File: config.mk
export PLATFORM = sky130hd
export DESIGN_NAME = vsync_pattern_generator_flat
export DESIGN_NICKNAME = d
export VERILOG_FILES = /design/src/rtl/vsync_pattern_pkg.sv /design/src/rtl/vsync_pattern_generator_if.sv /design/src/rtl/vsync_pattern_timing.sv /design/src/rtl/vsync_pattern_generator.sv /design/src/flat_wrapper.sv
export SDC_FILE = /design/constraint.sdc
export NUM_CORES = 1
export LEC_CHECK = 0
export CAP_MARGIN = 20
export CORE_MARGIN = 4
export CORE_UTILIZATION = 48
export CTS_CLUSTER_DIAMETER = 150
export CTS_CLUSTER_SIZE = 20
export DETAILED_ROUTE_END_ITERATION = 10
export PLACE_DENSITY = 0.84
export RECOVER_POWER = 50
export SLEW_MARGIN = 20
export SYNTH_ARGS = -nofsm -noshare
export SYNTH_HDL_FRONTEND = slang
export SYNTH_SLANG_ARGS = --single-unit
File: constraint.sdc
create_clock -name clk -period 2 [get_ports clk]
set_input_delay 0.4 -clock clk [delete_from_list [all_inputs] [get_ports clk]]
set_output_delay 0.4 -clock clk [all_outputs]
set_load 0.01 [all_outputs]
File: src/rtl/vsync_pattern_pkg.sv
// Shared types for the vsync test-pattern source.
// Pattern select encoding and the colour-bar on/off table.
package vsync_pattern_pkg;

    typedef enum logic [1:0] {
        PAT_BARS  = 2'd0,
        PAT_GRID  = 2'd1,
        PAT_GRAD  = 2'd2,
        PAT_SOLID = 2'd3
    } pattern_e;

    localparam int unsigned BAR_COLOURS = 8;

    // {R,G,B} on/off per bar: white, yellow, cyan, green,
    // magenta, red, blue, black.
    localparam logic [2:0] BAR_MASK [BAR_COLOURS] = '{
        3'b111, 3'b110, 3'b011, 3'b010,
        3'b101, 3'b100, 3'b001, 3'b000
    };

    function automatic logic [2:0] bar_mask(input logic [2:0] idx);
        return BAR_MASK[idx];
    endfunction

endpackage

File: src/rtl/vsync_pattern_generator_if.sv
// Video stream bundle between the sync generator, this
// pattern stage and the downstream encoder.
interface vsync_pattern_generator_if #(
    parameter int COMPONENT_WIDTH = 8
);
    logic                         in_vsync;
    logic                         in_hsync;
    logic                         in_de;
    logic                         out_vsync;
    logic                         out_hsync;
    logic                         out_de;
    logic [3*COMPONENT_WIDTH-1:0] out_data;

    modport master (
        output in_vsync, in_hsync, in_de,
        input  out_vsync, out_hsync, out_de, out_data
    );

    modport slave (
        input  in_vsync, in_hsync, in_de,
        output out_vsync, out_hsync, out_de, out_data
    );
endinterface

File: src/rtl/vsync_pattern_timing.sv
// Stage 0: sync normalisation, edge detect, x/y counters, shadow params.
// VSYNC_PATTERN_SCROLL_EN adds a per-frame counter for horizontal scroll.
module vsync_pattern_timing
    import vsync_pattern_pkg::*;
#(
    parameter int H_COUNTER_WIDTH = 12,
    parameter int V_COUNTER_WIDTH = 12,
    parameter int COMPONENT_WIDTH = 8
) (
    input  logic                         clk,
    input  logic                         reset_n,
    input  logic                         vsync_i,
    input  logic                         hsync_i,
    input  logic                         de_i,
    input  logic                         hsync_pol_i,
    input  logic                         vsync_pol_i,
    input  pattern_e                     pattern_i,
    input  logic [3*COMPONENT_WIDTH-1:0] solid_i,
    output logic                         vsn_o,
    output logic                         hsn_o,
    output logic                         de_o,
    output logic [H_COUNTER_WIDTH-1:0]   x_o,
    output logic [COMPONENT_WIDTH-1:0]   y_lo_o,
    output logic [H_COUNTER_WIDTH-1:0]   frame_o,
    output pattern_e                     pattern_o,
    output logic [3*COMPONENT_WIDTH-1:0] solid_o
);

    localparam logic [H_COUNTER_WIDTH-1:0] X_ONE = 1;
    localparam logic [V_COUNTER_WIDTH-1:0] Y_ONE = 1;

    logic                         vsn_q, vsn_d;
    logic                         hsn_q, hsn_d;
    logic                         de_q;
    logic                         vs_start;
    logic                         de_fall;
    logic [H_COUNTER_WIDTH-1:0]   x_q, x_d;
    logic [V_COUNTER_WIDTH-1:0]   y_q, y_d;
    pattern_e                     pattern_q, pattern_d;
    logic [3*COMPONENT_WIDTH-1:0] solid_q, solid_d;

    // Normalise polarity, find frame/line edges, step the counters.
    always_comb begin
        vsn_d     = vsync_i ^ ~vsync_pol_i;
        hsn_d     = hsync_i ^ ~hsync_pol_i;
        vs_start  = vsn_d & ~vsn_q;
        de_fall   = ~de_i & de_q;
        x_d       = (de_i & de_q) ? x_q + X_ONE : '0;
        y_d       = y_q;
        pattern_d = pattern_q;
        solid_d   = solid_q;
        if (de_fall) begin
            y_d = y_q + Y_ONE;
        end
        if (vs_start) begin
            y_d       = '0;
            pattern_d = pattern_i;
            solid_d   = solid_i;
        end
    end

    // Stage-0 pixel state and per-frame shadow parameters.
    always_ff @(posedge clk or negedge reset_n) begin
        if (!reset_n) begin
            vsn_q     <= 1'b0;
            hsn_q     <= 1'b0;
            de_q      <= 1'b0;
            x_q       <= '0;
            y_q       <= '0;
            pattern_q <= PAT_BARS;
            solid_q   <= '0;
        end else begin
            vsn_q     <= vsn_d;
            hsn_q     <= hsn_d;
            de_q      <= de_i;
            x_q       <= x_d;
            y_q       <= y_d;
            pattern_q <= pattern_d;
            solid_q   <= solid_d;
        end
    end

`ifdef VSYNC_PATTERN_SCROLL_EN
    logic [H_COUNTER_WIDTH-1:0] frame_q, frame_d;

    // Frame count advances once per vsync start; it is the scroll offset.
    always_comb begin
        frame_d = vs_start ? frame_q + X_ONE : frame_q;
    end

    // Frame counter register.
    always_ff @(posedge clk or negedge reset_n) begin
        if (!reset_n) begin
            frame_q <= '0;
        end else begin
            frame_q <= frame_d;
        end
    end

    assign frame_o = frame_q;
`else
    assign frame_o = '0;
`endif

    assign vsn_o     = vsn_q;
    assign hsn_o     = hsn_q;
    assign de_o      = de_q;
    assign x_o       = x_q;
    assign y_lo_o    = y_q[COMPONENT_WIDTH-1:0];
    assign pattern_o = pattern_q;
    assign solid_o   = solid_q;

endmodule

File: src/rtl/vsync_pattern_generator.sv
// Test-pattern pixel source: 2-clock pipeline from sync input to RGB out.
// VSYNC_PATTERN_SCROLL_EN enables 1 pixel/frame scroll of bars/gradient.
module vsync_pattern_generator
    import vsync_pattern_pkg::*;
#(
    parameter int H_COUNTER_WIDTH = 12,
    parameter int V_COUNTER_WIDTH = 12,
    parameter int COMPONENT_WIDTH = 8,
    parameter int BAR_SHIFT       = 7,
    parameter int GRID_SHIFT      = 5
) (
    input  logic                         clk,
    input  logic                         reset_n,
    vsync_pattern_generator_if.slave     vid,
    input  logic                         param_hsync_pol,
    input  logic                         param_vsync_pol,
    input  logic [1:0]                   param_pattern,
    input  logic [3*COMPONENT_WIDTH-1:0] param_solid_rgb
);

    localparam int CW = COMPONENT_WIDTH;
    localparam int PW = 3 * COMPONENT_WIDTH;
    localparam logic [H_COUNTER_WIDTH-1:0] LAST_BAR = H_COUNTER_WIDTH'(BAR_COLOURS - 1);

    logic                       vsn0, hsn0, de0;
    logic [H_COUNTER_WIDTH-1:0] x0, frame0;
    logic [CW-1:0]              y0;
    pattern_e                   pat0;
    logic [PW-1:0]              solid0;

    logic [H_COUNTER_WIDTH-1:0] x_eff;
    logic [H_COUNTER_WIDTH-1:0] bar_sel;
    logic [2:0]                 bar_idx;
    logic [2:0]                 mask;
    logic                       on_grid;
    logic [PW-1:0]              pix;

    logic          vsync_q, vsync_d;
    logic          hsync_q, hsync_d;
    logic          de_q;
    logic [PW-1:0] data_q, data_d;

    vsync_pattern_timing #(
        .H_COUNTER_WIDTH (H_COUNTER_WIDTH),
        .V_COUNTER_WIDTH (V_COUNTER_WIDTH),
        .COMPONENT_WIDTH (COMPONENT_WIDTH)
    ) u_timing (
        .clk         (clk),
        .reset_n     (reset_n),
        .vsync_i     (vid.in_vsync),
        .hsync_i     (vid.in_hsync),
        .de_i        (vid.in_de),
        .hsync_pol_i (param_hsync_pol),
        .vsync_pol_i (param_vsync_pol),
        .pattern_i   (pattern_e'(param_pattern)),
        .solid_i     (param_solid_rgb),
        .vsn_o       (vsn0),
        .hsn_o       (hsn0),
        .de_o        (de0),
        .x_o         (x0),
        .y_lo_o      (y0),
        .frame_o     (frame0),
        .pattern_o   (pat0),
        .solid_o     (solid0)
    );

    // Pattern mux for the stage-0 pixel.
    always_comb begin
        x_eff   = x0 + frame0;
        bar_sel = x_eff >> BAR_SHIFT;
        bar_idx = (bar_sel > LAST_BAR) ? 3'd7 : bar_sel[2:0];
        mask    = bar_mask(bar_idx);
        on_grid = (x0[GRID_SHIFT-1:0] == '0) ||
                  (y0[GRID_SHIFT-1:0] == '0);
        pix     = '0;
        unique case (pat0)
            PAT_BARS:  pix = {{CW{mask[2]}}, {CW{mask[1]}}, {CW{mask[0]}}};
            PAT_GRID:  pix = on_grid ? '1 : '0;
            PAT_GRAD:  pix = {x_eff[CW-1:0], y0, frame0[CW-1:0]};
            PAT_SOLID: pix = solid0;
            default:   pix = '0;
        endcase
    end

    // Restore sync polarity and blank data outside the active area.
    always_comb begin
        vsync_d = vsn0 ^ ~param_vsync_pol;
        hsync_d = hsn0 ^ ~param_hsync_pol;
        data_d  = de0 ? pix : '0;
    end

    // Stage-1 output registers.
    always_ff @(posedge clk or negedge reset_n) begin
        if (!reset_n) begin
            vsync_q <= 1'b0;
            hsync_q <= 1'b0;
            de_q    <= 1'b0;
            data_q  <= '0;
        end else begin
            vsync_q <= vsync_d;
            hsync_q <= hsync_d;
            de_q    <= de0;
            data_q  <= data_d;
        end
    end

    assign vid.out_vsync = vsync_q;
    assign vid.out_hsync = hsync_q;
    assign vid.out_de    = de_q;
    assign vid.out_data  = data_q;

endmodule
File: src/flat_wrapper.sv
// flat-port wrapper written by rule: the top's interface ports become plain ports
module vsync_pattern_generator_flat import vsync_pattern_pkg::*;
#(
    parameter int H_COUNTER_WIDTH = 12,
    parameter int V_COUNTER_WIDTH = 12,
    parameter int COMPONENT_WIDTH = 8,
    parameter int BAR_SHIFT       = 7,
    parameter int GRID_SHIFT      = 5
)
  (clk, reset_n, param_hsync_pol, param_vsync_pol, param_pattern, param_solid_rgb, vid_in_vsync, vid_in_hsync, vid_in_de, vid_out_vsync, vid_out_hsync, vid_out_de, vid_out_data);
  vsync_pattern_generator_if #(.COMPONENT_WIDTH(COMPONENT_WIDTH)) vid_i ();
  input  logic clk;
  input  logic reset_n;
  input  logic param_hsync_pol;
  input  logic param_vsync_pol;
  input  logic [1:0] param_pattern;
  input  logic [3*COMPONENT_WIDTH-1:0] param_solid_rgb;
  input wire logic [$bits(vid_i.in_vsync)-1:0] vid_in_vsync;
  input wire logic [$bits(vid_i.in_hsync)-1:0] vid_in_hsync;
  input wire logic [$bits(vid_i.in_de)-1:0] vid_in_de;
  output wire logic [$bits(vid_i.out_vsync)-1:0] vid_out_vsync;
  output wire logic [$bits(vid_i.out_hsync)-1:0] vid_out_hsync;
  output wire logic [$bits(vid_i.out_de)-1:0] vid_out_de;
  output wire logic [$bits(vid_i.out_data)-1:0] vid_out_data;
  assign vid_i.in_vsync = vid_in_vsync;
  assign vid_i.in_hsync = vid_in_hsync;
  assign vid_i.in_de = vid_in_de;
  assign vid_out_vsync = vid_i.out_vsync;
  assign vid_out_hsync = vid_i.out_hsync;
  assign vid_out_de = vid_i.out_de;
  assign vid_out_data = vid_i.out_data;
  vsync_pattern_generator #(.H_COUNTER_WIDTH(H_COUNTER_WIDTH), .V_COUNTER_WIDTH(V_COUNTER_WIDTH), .COMPONENT_WIDTH(COMPONENT_WIDTH), .BAR_SHIFT(BAR_SHIFT), .GRID_SHIFT(GRID_SHIFT)) u_core (.clk(clk), .reset_n(reset_n), .vid(vid_i), .param_hsync_pol(param_hsync_pol), .param_vsync_pol(param_vsync_pol), .param_pattern(param_pattern), .param_solid_rgb(param_solid_rgb));
endmodule
==> results of run 1 <==
## how the worst min path moves through the flow
| stage | endpoint | slack [ns] | depth (start not counted) | start |
|---|---|---|---|---|
| 6_report | u_core.vid.out_data[4] | 0.25 | 1 | reset_n |
| 5_1_grt | u_core.vid.out_data[0] | 0.35 | 1 | reset_n |
| 4_1_cts | u_core.vid.out_data[7] | 0.04 | 1 | reset_n |
| 3_5_place_dp | u_core.vid.out_data[7] | 0.43 | 1 | reset_n |
| 3_3_place_gp | u_core.u_timing.solid_o[3] | 0.42 | 1 | reset_n |
| 2_1_floorplan | u_core.u_timing.de_o | 0.10 | 0 | reset_n |
## stage by stage
step	power [W]	utilization	area [sq um]	hold slack [ns]
2_1_floorplan	0.00249	-	3200	0.104
3_5_place_dp	0.00298	0.607	3900	0.426
3_3_place_gp	0.00295	0.607	3900	0.415
6_report	0.00399	0.634	4070	0.246
5_1_grt	0.00423	0.634	4070	0.345
4_1_cts	0.00403	0.635	4080	0.0448
## cell usage in the layout (no fill, tap or decap), types with 3 or more instances in the layout
master            n
o21ai_1           3
a21oi_1          20
mux2_2           24
dlygate4sd3_1     3
nand2_1          29
a31oi_1          16
clkdlybuf4s50_1  55
or3_1             7
dfrtp_1          76
clkbuf_8         10
nand3_1           6
and2_1            3
o31ai_1           6
xnor2_1           9
o21ai_0          23
inv_1             9
nor2_1            5
nand4_1           3
or4_1             5
nor3_1            3
buf_4             6
ha_1              4
## final cells by class
cell class | instances | share of cell area
repair buffers | 68 | 0.166
well taps | 77 | 0.0236
clock buffers | 11 | 0.0347
clock inverters | 5 | 0.00921
flip-flops and latches | 76 | 0.467
multi-input cells | 179 | 0.291
inverters | 10 | 0.00921
## routing by layer
metal	vias up	track usage
met4	0	0.0866
met5	-	0
met1	1177	0.240
met2	79	0.312
li1	1117	-
met3	15	0.0347
## flip-flops by register name, summed over array words and instances (netlist names)
register,flops
u_core.u_timing.de_o,1
u_core.u_timing.hsn_o,1
u_core.u_timing.pattern_o,2
u_core.u_timing.solid_o,24
u_core.u_timing.vsn_o,1
u_core.u_timing.x_o,12
u_core.u_timing.y_q,8
u_core.vid.out_data,24
u_core.vid.out_de,1
u_core.vid.out_hsync,1
u_core.vid.out_vsync,1
## power breakdown
part,internal (W),switching (W)
sequential,0.00181,0.000140
combinational,0.000534,0.000463
clock,0.000487,0.000557
total,0.00283,0.00116
## cell families after synthesis
group           synth area share
fa+ha+maj                 0.0156
xor+xnor                  0.0246
flops                      0.594
simple gates               0.113
mux                       0.0946
buf+inv                   0.0360
compound gates             0.121
==> metrics, run 1 <==
status finished clean; I/O Buffers 59; largest net degree at the start of global routing 44; Seq/Total Area, Yosys 0.594; sequence of cells on the critical path nand4_1 > or4_1 > a21oi_1; nature of the critical path startpoint register; IO Count 60; Final TNS setup 0 ns; Initial Util 0.498; # hold bufs at CTS 0; Final Hold Vio Count 0; Ys Warns 0; CTS root buffer clkbuf_8; GPL Wtd Cong 0.860; max_cap viols 0; metal3 WL 338 um; Power Density 979 mW/mm^2; CP endpoint kind register; CTS Buffer Depth 2; Mapped Cells 278; antenna-violating nets left 0; dominant cell type by area after synthesis dfrtp_1; maximum vdd ir drop 602 uV; critical setup path kind reg2reg; TritonCTS Buffers 9; r2r endpoint u_core.u_timing.x_o[11]; postcts setup bufs 0; Setup WS pre-CTS -0.00522 ns; hpwl dp 4700 um; Tcrit/Tclk final 0.896; ys async rst share 1.00; vias in the first global route 2430; die width 89.6 um; vias post-DR 2388; DR DRC count 0; CP delay by family, top simple AND/OR/NAND/NOR gates; initial antenna violation count 0; top post-synthesis cells by count dfrtp_1 (76), nand2_1 (29), mux2_2 (24); die area 0.00804 sq mm; clock sink total 76; Hold Path Class in2async; metal2 WL 3330 um; top cells by area, synth dfrtp_1 (59%), mux2_2 (8.4%), o21ai_0 (3.6%), nand2_1 (3.4%), a21oi_1 (3.1%); GR Overflow Total 0; Worst Tran Pin Value 1.08 ns; relative slew slack 0.277; multi-input logic area 0.00118 sq mm; Routed WL 6760 um; Reg-to-Reg Start u_core.u_timing.x_o[2]; post-synth top area share 0.594; layout cells sized above 1 0.152; Critical Path Start u_core.u_timing.x_o[2]; DRT Pass-1 Iters 4; Antenna Cells 0; Final nets 381; syn avg cell area 11.5 sq um; Final setup viols 0; RSZ-0062 raised after global routing false; global-route wire length before repair 11500 um; # H-tree levels 3; DR top layer met4; post_cts resized 0; crit path DAT 2.04 ns; area grow syn2layout 27.3%; Yosys cell types 33; final std cells w/o fill 426; most frequent cell after synthesis dfrtp_1; min setup slack post-route 0.209 ns; Leak 1.65 nW; Worst-path clk slew 0.08 ns; ys flop type dfrtp_1; Worst Path Max Fanout 12; Max Clock Freq 558 MHz; placed cells 410; clock skew 0.0118 ns; Synth Cell Area 0.00320 sq mm; Fill cells 499; std cell rows 29; #FFs+latches synth 76; path depth of the worst reg2reg path 3; M1 wire length 2930 um; CTS tree yes; crit path to u_core.u_timing.x_o[11]; Synth Net Count 315; Post-synth EDFFs 0; Clk Latency, worst-skew pair 0.34 ns; Initial DRC Count 122; count of final max-slew check failures 0; CP max stage cell or4_1; Buf+Inv Stages, Crit Path 0; Die Ht 89.6 um; register area 0.00190 sq mm; vias per cell 5.61; R2R setup slack 0.21 ns; GRT Total Usage 0.188; Core ar. 0.00642 sq mm; Routed wire per std cell 15.9 um; worst stage delay on the critical path 0.62 ns; Worst path depth 3; final worst path period need 1.79 ns; Required @ worst endpoint 2.25 ns
(Power assumes the default switching activity.)
==> run 2, diff against run 1 <==
--- a/config.mk
+++ b/config.mk
@@ -9,7 +9,7 @@
 export CORE_MARGIN = 4
 export CORE_UTILIZATION = 48
 export CTS_CLUSTER_DIAMETER = 150
-export CTS_CLUSTER_SIZE = 20
+export CTS_CLUSTER_SIZE = 28
 export DETAILED_ROUTE_END_ITERATION = 10
 export PLACE_DENSITY = 0.84
 export RECOVER_POWER = 50
==> results of run 2 <==
The final DEF is identical to that of run 1; final timing and power are the same.
==> run 3, diff against run 2 <==
--- a/config.mk
+++ b/config.mk
@@ -6,6 +6,7 @@
 export NUM_CORES = 1
 export LEC_CHECK = 0
 export CAP_MARGIN = 20
+export CORE_ASPECT_RATIO = 0.75
 export CORE_MARGIN = 4
 export CORE_UTILIZATION = 48
 export CTS_CLUSTER_DIAMETER = 150
==> run 3 against run 2 <==
First-iteration DRC count grew 27%. Combinational power is essentially flat. Non-clock buffer count grew 1. Global-route usage grew 0.18 points. Total power grew 6.0%. Utilization grew 1.3 points. Sequential share of layout area shrank 0.66 points. Wire length grew 3.8%. Sequential cell count is the same. Maximum frequency grew 1.9%. Via count shrank 1.3%. Critical path type is now in2reg. Largest cell class unchanged.
==> metrics, run 3 (synthesized netlist as in run 1, its figures left out) <==
status finished clean; Antenna Cells 0 (unchanged); min setup slack post-route 0.241 ns (+0.0327 ns); most common cell after layout, fill and taps aside dfrtp_1; global-route wire length before repair 11800 um (+2.8%); Routed WL 7010 um (+3.8%); Initial Util 0.501 (+0.00322); clock skew 0.0114 ns (-0.000389 ns); Tcrit/Tclk final 0.879 (-0.0163); DR DRC count 0 (unchanged); DRT Pass-1 Iters 5 (+1); CP delay by family, top buffers and inverters; CP endpoint kind register; CP max stage cell dlygate4sd3_1; die area 0.00805 sq mm (+0.17%); vias per cell 5.47 (-2.5%); Required @ worst endpoint 2.23 ns (-0.02 ns); Final setup viols 0 (unchanged); GR Overflow Total 0 (unchanged); I/O Buffers 59 (unchanged); vias post-DR 2356 (-1.3%); Worst Path Max Fanout 34 (+22); initial antenna violation count 0 (unchanged); layout cells sized above 1 0.157 (+0.00528); final std cells w/o fill 431 (+1.2%); clock sink total 76 (unchanged); Max Clock Freq 569 MHz (+1.9%); placed cells 414 (+0.98%); RSZ-0062 raised after global routing false; relative slew slack 0.469 (+0.192); Final Hold Vio Count 0 (unchanged); std cell rows 25 (-14%); Buf+Inv Stages, Crit Path 2 (+2); Worst-path clk slew 0.07 ns (about the same); Clk Latency, worst-skew pair 0.35 ns (about the same); Core ar. 0.00638 sq mm (-0.64%); commonest non-fill, non-tap cells in the layout dfrtp_1 (76), clkdlybuf4s50_1 (55), nand2_1 (29), mux2_2 (24), o21ai_0 (23); antenna-violating nets left 0 (unchanged); IO Count 60 (unchanged); worst stage delay on the critical path 0.58 ns (-0.04 ns); count of final max-slew check failures 0 (unchanged); nature of the critical path startpoint primary input; register area 0.00190 sq mm (unchanged); CTS root buffer clkbuf_8; final worst path period need 1.76 ns (-0.0327 ns); vias in the first global route 2411 (-0.78%); Final nets 382 (+0.26%); Die Ht 78.7 um (-12%); # H-tree levels 3 (unchanged); largest net degree at the start of global routing 46 (+4.5%); crit path DAT 1.99 ns (-0.05 ns); total power 0.00422 W (+6.0%); critical setup path kind in2reg; Leak 1.68 nW (+1.7%); GPL Wtd Cong 0.817 (-5.0%); max_cap viols 0 (unchanged); Power Density 1020 mW/mm^2 (+4.5%); CTS tree yes; multi-input logic area 0.00120 sq mm (+0.95%); Initial DRC Count 155 (+27%); TritonCTS Buffers 9 (unchanged); Setup WS pre-CTS -0.0310 ns (-0.0258 ns); die width 102 um (+14%); area grow syn2layout 29.2%; sequence of cells on the critical path dlygate4sd3_1 > xnor2_1 > nor2b_2 > buf_12 > mux2_2; maximum vdd ir drop 469 uV (-22%); GRT Total Usage 0.190 (+0.00179); Worst Tran Pin Value 0.797 ns (-0.287 ns); Routed wire per std cell 16.3 um (+2.6%); Fill cells 489 (-2.0%); postcts setup bufs 0 (unchanged); Hold Path Class reg2reg; CTS Buffer Depth 2 (unchanged); hpwl dp 5050 um (+7.5%)
run 3: path summary, 6_finish.rpt:
| path | startpoint | endpoint | slack, ns | depth (start not counted) |
|---|---|---|---|---|
| max | param_vsync_pol | u_core.u_timing.solid_o[20] | 0.24 | 5 |
| min | u_core.u_timing.hsn_o | u_core.vid.out_hsync | 0.44 | 1 |
| max reg2reg | u_core.u_timing.x_o[2] | u_core.u_timing.x_o[11] | 0.26 | 3 |
| min reg2reg | u_core.u_timing.hsn_o | u_core.vid.out_hsync | 0.44 | 1 |
| max in group asynchronous | reset_n | u_core.u_timing.y_q[5] | 0.62 | 3 |
| min in group asynchronous | reset_n | u_core.vid.out_data[4] | 0.67 | 2 |
run 3: where the power goes:
group          internal (W)  leakage (nW)  switching [W]
combinational      0.000539         0.613       0.000486
sequential          0.00181         0.959       0.000142
clock              0.000697         0.109       0.000553
run 3: final cells by class:
cell class / count / share of cell area
clock buffers: 9 / 0.0300
flip-flops and latches: 76 / 0.460
multi-input cells: 179 / 0.289
well taps: 81 / 0.0245
inverters: 10 / 0.00908
repair buffers: 69 / 0.165
clock inverters: 7 / 0.0221
run 3: routing by layer:
| layer | track usage | vias to the layer above | part of all wire |
|---|---|---|---|
| met5 | 0 | - | 0 |
| met4 | 0.0433 | 0 | 0.010 |
| met3 | 0.0597 | 10 | 0.053 |
| met2 | 0.312 | 79 | 0.49 |
| met1 | 0.248 | 1147 | 0.45 |
| li1 | - | 1120 | - |
run 3: metrics by stage:
stage / hold WS, ns / util / TNS [ns] / area, sq um
6_report: 0.444 / 0.648 / 0 / 4130
5_1_grt: 0.482 / 0.648 / 0 / 4130
4_1_cts: 0.448 / 0.648 / 0 / 4140
3_5_place_dp: 0.357 / 0.612 / -0.379 / 3910
3_3_place_gp: 0.352 / 0.612 / 0 / 3910
2_1_floorplan: 0.104 / - / 0 / 3200
run 3: repair_timing:
item / in CTS / in global routing
gates resized for setup: 1 / 1
pin swaps: 0 / 0
endpoints found under the hold margin: 31 / 0
setup endpoints to repair: 1 / 15
hold buffers: 1 / 0
